--- config.mk ---
export PLATFORM = sky130hd
export DESIGN_NAME = inst_rom_loader
export DESIGN_NICKNAME = d
export VERILOG_FILES = /design/src/rtl/inst_rom_loader.sv
export SDC_FILE = /design/constraint.sdc
export NUM_CORES = 2
export LEC_CHECK = 0
export CAP_MARGIN = 10
export CORE_AREA = 4 4 407 570
export CTS_CLUSTER_DIAMETER = 50
export DETAILED_ROUTE_END_ITERATION = 16
export DIE_AREA = 0 0 411 574
export SYNTH_ARGS = -nofsm -noshare
export SYNTH_HDL_FRONTEND = slang
export SYNTH_SLANG_ARGS = --single-unit
--- constraint.sdc ---
create_clock -name Clk -period 4.1 [get_ports Clk]
set_clock_uncertainty 0.1 [all_clocks]
set_input_delay 1.23 -clock Clk [delete_from_list [all_inputs] [get_ports Clk]]
set_output_delay 1.23 -clock Clk [all_outputs]
set_load 0.01 [all_outputs]
--- src/rtl/inst_rom_loader.sv ---
// ---------------------------------------------------------------------------
// inst_rom_loader
//
// Purpose:
//   An instruction memory that software or a boot engine fills in bursts, and
//   that the core then reads with single-cycle latency. The controller has
//   three states:
//     IDLE - after reset; nothing is loaded or fetched.
//     LOAD - accepts a burst of words written from address 0 upward.
//     RUN  - serves fetches, one per cycle.
//   Memory contents are not cleared by reset. A reset in the middle of a load
//   aborts the burst and keeps the words already written.
//
// Optional feature (macro INST_PARITY_EN):
//   When defined, one even-parity bit is stored with every word and checked on
//   every fetch. A mismatch raises ParityErr alongside InstValid. When it is
//   not defined, no parity storage exists and ParityErr is tied to 0.
//
// Parameters:
//   A - instruction address width (depth = 2**A words)
//   W - instruction word width
//
// Ports:
//   Clk          in   single clock, rising edge
//   Reset_n      in   synchronous active-low reset
//   LoadStart    in   begin a load burst (taken in IDLE or RUN, ignored in LOAD)
//   LoadValid    in   LoadData holds a word
//   LoadData     in   word to write            [W-1:0]
//   LoadLast     in   final word of the burst
//   LoadReady    out  block is accepting load words (high throughout LOAD)
//   LoadDone     out  one-cycle pulse on the first RUN cycle after a load
//   FetchReq     in   fetch request (honoured in RUN only)
//   InstAddress  in   fetch address            [A-1:0]
//   InstOut      out  fetched word, held between fetches   [W-1:0]
//   InstValid    out  InstOut was updated this cycle
//   ParityErr    out  parity mismatch on the fetch completing this cycle
//   state_dbg    out  current controller state (0=IDLE, 1=LOAD, 2=RUN)
//
// Load handshake: a word is transferred on every rising edge where both
// LoadValid and LoadReady are high. LoadValid low is a stall with no write.
// LoadReady does not depend on LoadValid. The burst ends on the transfer that
// carries LoadLast, or on the transfer that writes the top address.
// ---------------------------------------------------------------------------
module inst_rom_loader #(
  parameter int A = 8,
  parameter int W = 9
) (
  input  logic         Clk,
  input  logic         Reset_n,
  input  logic         LoadStart,
  input  logic         LoadValid,
  input  logic [W-1:0] LoadData,
  input  logic         LoadLast,
  output logic         LoadReady,
  output logic         LoadDone,
  input  logic         FetchReq,
  input  logic [A-1:0] InstAddress,
  output logic [W-1:0] InstOut,
  output logic         InstValid,
  output logic         ParityErr,
  output logic [1:0]   state_dbg
);

  localparam int DEPTH = 1 << A;

  typedef enum logic [1:0] {
    S_IDLE = 2'd0,
    S_LOAD = 2'd1,
    S_RUN  = 2'd2
  } state_t;

  state_t       state;
  state_t       state_nxt;
  logic [A-1:0] ptr;
  logic [W-1:0] mem [DEPTH];
  logic         load_fire;
  logic         load_end;
  logic         fetch_fire;
  logic         done_q;
  logic [W-1:0] inst_q;
  logic         valid_q;
  logic         par_err_q;

  // A transfer happens whenever the block is in LOAD and data is offered.
  assign load_fire  = (state == S_LOAD) && LoadValid;
  assign load_end   = load_fire && (LoadLast || (ptr == {A{1'b1}}));
  // A load request arriving in RUN takes priority and drops the fetch.
  assign fetch_fire = (state == S_RUN) && FetchReq && !LoadStart;

  // -------------------------------------------------------------------------
  // FSM: state register
  // -------------------------------------------------------------------------
  always_ff @(posedge Clk) begin
    if (!Reset_n) begin
      state <= S_IDLE;
    end else begin
      state <= state_nxt;
    end
  end

  // -------------------------------------------------------------------------
  // FSM: next-state logic
  // -------------------------------------------------------------------------
  always_comb begin
    state_nxt = state;
    case (state)
      S_IDLE:  if (LoadStart) state_nxt = S_LOAD;
      S_LOAD:  if (load_end)  state_nxt = S_RUN;
      S_RUN:   if (LoadStart) state_nxt = S_LOAD;
      default: state_nxt = S_IDLE;
    endcase
  end

  // -------------------------------------------------------------------------
  // FSM: outputs
  // -------------------------------------------------------------------------
  always_comb begin
    LoadReady = (state == S_LOAD);
    LoadDone  = done_q;
    InstOut   = inst_q;
    InstValid = valid_q;
`ifdef INST_PARITY_EN
    ParityErr = par_err_q;
`else
    ParityErr = 1'b0;
`endif
    state_dbg = state;
  end

  // -------------------------------------------------------------------------
  // Write pointer and completion pulse
  // -------------------------------------------------------------------------
  always_ff @(posedge Clk) begin
    if (!Reset_n) begin
      ptr    <= '0;
      done_q <= 1'b0;
    end else begin
      // done_q is high only during the cycle right after the final transfer.
      done_q <= load_end;
      if ((state != S_LOAD) && LoadStart) begin
        ptr <= '0;
      end else if (load_fire && (ptr != {A{1'b1}})) begin
        // Holding at the top address keeps the pointer from wrapping; the
        // burst has ended by then anyway.
        ptr <= ptr + 1'b1;
      end
    end
  end

  // -------------------------------------------------------------------------
  // Storage (never reset). The write is blocked during the reset cycle so
  // that a reset mid-burst cannot sneak one more word in.
  // -------------------------------------------------------------------------
  always_ff @(posedge Clk) begin
    if (Reset_n && load_fire) begin
      mem[ptr] <= LoadData;
    end
  end

`ifdef INST_PARITY_EN
  logic par_mem [DEPTH];

  // Even parity: the stored bit makes the total count of ones even.
  always_ff @(posedge Clk) begin
    if (Reset_n && load_fire) begin
      par_mem[ptr] <= ^LoadData;
    end
  end
`endif

  // -------------------------------------------------------------------------
  // Fetch path: one-cycle latency, one fetch per cycle
  // -------------------------------------------------------------------------
  always_ff @(posedge Clk) begin
    if (!Reset_n) begin
      inst_q    <= '0;
      valid_q   <= 1'b0;
      par_err_q <= 1'b0;
    end else begin
      valid_q <= fetch_fire;
      if (fetch_fire) begin
        inst_q <= mem[InstAddress];
      end
`ifdef INST_PARITY_EN
      // With the stored bit included, an odd count of ones means corruption.
      par_err_q <= fetch_fire && (^{mem[InstAddress], par_mem[InstAddress]});
`else
      par_err_q <= 1'b0;
`endif
    end
  end

endmodule

==> impl_metrics.env <==
export IMPL_netlist_instances=4422
export IMPL_synth_cell_types=67
export IMPL_yosysWarnings=0
export IMPL_cp_start_kind="input pin"
export IMPL_finalMaxSlewViolations=0
export IMPL_fin_ws_ns=0.004772
export IMPL_leakagePower_nw=34.89
export IMPL_core_area_um2=226600
export IMPL_overflow=0
export IMPL_cpPeakStageDelay_ns=0.91
export IMPL_wirelength_mm=263.4
export IMPL_syn_area_per_cell_um2=20.47
export IMPL_dieWidth_um=411
export IMPL_yosys_register_bits=2325
export IMPL_p_per_area_nw_per_um2=454.4
export IMPL_crit_buf_inv=5
export IMPL_fillers=18730
export IMPL_dpl_cell_count=7995
export IMPL_dieArea_um2=235900
export IMPL_post_cts_resized=0
export IMPL_dpl_cell_area_um2=99970
export IMPL_grt_pass1_wl_mm=371.4
export IMPL_numCtsBuffers=220
export IMPL_viasPerCell=5.726
export IMPL_status="completed"
export IMPL_crit_family="simple AND/OR/NAND/NOR gates"
export IMPL_syn_cell_area_um2=90500
export IMPL_worst_slew_pin_slew_ns=1.061
export IMPL_cts_max_path_buffers=4
export IMPL_htree_levels=4
export IMPL_cts_tree="built"
export IMPL_cts_root_buffer_cell="clkbuf_16"
export IMPL_clk_latency_ns=0.86
export IMPL_ys_async_sr_fraction_pct=0
export IMPL_postSynthNetCount=4449
export IMPL_grt_max_degree=117
export IMPL_grt_pass1_vias=48490
export IMPL_hold_viol_final=0
export IMPL_layout_nets=5214
export IMPL_synth_top_area_share_pct=76.45
export IMPL_vias=48050
export IMPL_drt_pass1_iterations=6
export IMPL_antenna_found_initial=10
export IMPL_synth_seq_area_share_pct=76.92
export IMPL_post_cts_buffers=0
export IMPL_die_height_um=574
export IMPL_cp_cell_sequence="clkdlybuf4s50_1 > buf_12 > buf_4 > nand3b_1 > buf_4 > buf_4 > or3_1 > o21ai_0 > a31oi_1 > o22ai_1 > nor4_1 > a211o_1"
export IMPL_design_area_um2=106900
export IMPL_numPortBuffers=36
export IMPL_layoutNonFillerInstCount=8392
export IMPL_slew_headroom_pct=29.01
export IMPL_synthTopCellsByArea="edfxtp_1 76%, mux4_2 11%, mux2i_1 3.2%"
export IMPL_critPathKind="input pin to flop"
export IMPL_wire_per_inst_um=31.39
export IMPL_cts_sinks=2325
export IMPL_dp_slack_ns=-0.7036
export IMPL_synth_flop_cell="edfxtp_1"
export IMPL_setup_worst_path_end_class="flop"
export IMPL_clkTransAtPathRegs_ns=0.06
export IMPL_globalplace_congestion=0.9157
export IMPL_first_iter_violations=5386
export IMPL_hold_path_class="flop to flop"
export IMPL_drive_gt1_share_pct=28.89
export IMPL_postCtsHoldBufs=0
export IMPL_crit_slowest_cell="nor4_1"
export IMPL_setup_tns_ns=0
export IMPL_setup_viol=0
export IMPL_period_share_pct=99.88
export IMPL_worstPathMaxFanout=8
export IMPL_crit_required_ns=4.79
export IMPL_crit_path_frequent_cell="buf_4"
export IMPL_drc=0
export IMPL_cap_violations=0
export IMPL_crit_arrival_ns=4.79
export IMPL_rsz0062_at_grt="no"
export IMPL_synth_edf_count=2304
export IMPL_fmaxAchievable_mhz=244.2
export IMPL_num_io_pins=38
export IMPL_vdd_ir_drop_max_mv=0.3190
export IMPL_dp_hpwl_mm=179.2
export IMPL_start_util_pct=39.93
export IMPL_grt_usage_pct=22.07
export IMPL_synth_area_leader_cell="edfxtp_1"
export IMPL_num_rows=207
export IMPL_min_period_ns=4.095
export IMPL_area_growth_pct=18.09
export IMPL_utilization_pct=47.16
export IMPL_ant_nets=0
==> logic make-up after synthesis <==
logic type	Yosys count	share of synthesized area (%)
muxes	754	14.71
adders and majority gates	4	0.05531
buffers and inverters	275	1.951
AOI/OAI and AO/OA	411	3.162
xor gates and xnor gates	5	0.04839
other	1	0.004144
DFF	2325	76.92
and+or+nand+nor	647	3.150
==> worst paths after layout <==
| path | depth (start not counted) | slack [ns] | start | to |
|---|---|---|---|---|
| max | 12 | 0.005 | InstAddress[3] | InstOut[8]$_SDFFE_PN0P_ |
| min | 2 | 0.51 | state_dbg[0]$_SDFFE_PN0P_ | state_dbg[0]$_SDFFE_PN0P_ |
| max reg2reg | 9 | 0.93 | state_dbg[1]$_SDFFE_PN0P_ | InstOut[6]$_SDFFE_PN0P_ |
| min reg2reg | 2 | 0.51 | state_dbg[0]$_SDFFE_PN0P_ | state_dbg[0]$_SDFFE_PN0P_ |
==> synthesized netlist by cell type (5+ instances only) <==
library cell and instances:
edfxtp_1 2304, mux4_2 445, nor2_1 313, mux2i_1 293
nand2_1 137, clkbuf_1 116, o22ai_1 101, buf_6 56
nor3_1 53, o221ai_1 49, buf_2 48, o21ai_0 45
a21oi_1 41, a22oi_1 40, nand3_1 40, a31oi_1 31
a211oi_1 25, buf_4 22, dfxtp_1 21, nand4_1 20
nor4_1 17, a2111oi_0 13, a22o_1 12, mux4_1 12
or3_1 12, o32ai_1 11, buf_1 10, nor2b_1 10
a221oi_1 9, inv_1 8, and2_1 7, buf_12 7
nand2b_1 7, a211o_1 6, nand3b_1 6, o2111ai_1 5
==> sequential cells by signal, indices dropped and copies added (netlist names) <==
signal     cells
InstValid      1
mem         2304
LoadDone       1
InstOut        9
ptr            8
state_dbg      2
==> layout make-up <==
| type | count | area [µm²] | area share (%) |
|---|---|---|---|
| antenna | 4 | 10.01 | 0.009366 |
| clock buffer | 273 | 5725 | 5.358 |
| inverter | 9 | 38.79 | 0.03629 |
| timing repair buffer | 809 | 7357 | 6.884 |
| tap | 3030 | 3791 | 3.548 |
| multi-input combinational | 1822 | 19180 | 17.95 |
| sequential | 2325 | 69610 | 65.13 |
| clock inverter | 120 | 1160 | 1.085 |
==> per-stage QoR <==
stage | power [mW] | hold WS, ns
floorplan | 27.80 | 0.4071
global placement | 29.24 | 0.4796
detailed placement | 29.27 | 0.4874
CTS | 48.88 | 0.5156
global route | 49.95 | 0.5469
finish | 48.56 | 0.5110
==> layout by cell type (no fill, tap or decap), drive strengths merged, types with 13 or more instances in the layout <==
master	instances
a211oi	25
mux4	457
nor3	53
o21ai	46
nand4	20
buf	777
clkinv	91
dfxtp	21
clkbuf	282
a2111oi	13
inv	15
a31oi	31
bufinv	17
nor4	17
edfxtp	2304
o221ai	49
o22ai	101
nand2	137
a21oi	41
a22oi	40
mux2i	293
nor2	313
clkdlybuf4s50	23
nand3	40
==> worst register-to-register path, stage by stage, from the launching register on <==
cell and delay, ns:
dfxtp_1 0.42, nor4bb_1 0.27, and2_1 0.22, buf_12 0.11
nand2_1 0.30, a311oi_1 0.53, nand3_1 0.21, a2111oi_0 0.66
buf_4 0.25, a221o_1 0.10
==> power by group <==
group | total [mW] | internal [mW] | switching, mW
combinational | 2.63 | 0.987 | 1.64
sequential | 26.1 | 26.1 | 0.00435
clock | 19.8 | 11.0 | 8.81
==> metal layers <==
layer | global-route usage, % | wire length [µm]
met1 | 27.55 | 95830
met2 | 37.85 | 134100
met3 | 2.982 | 18110
met4 | 10.95 | 15430
met5 | 0 | 0
No activity file was read; power rests on OpenSTA's default activity.
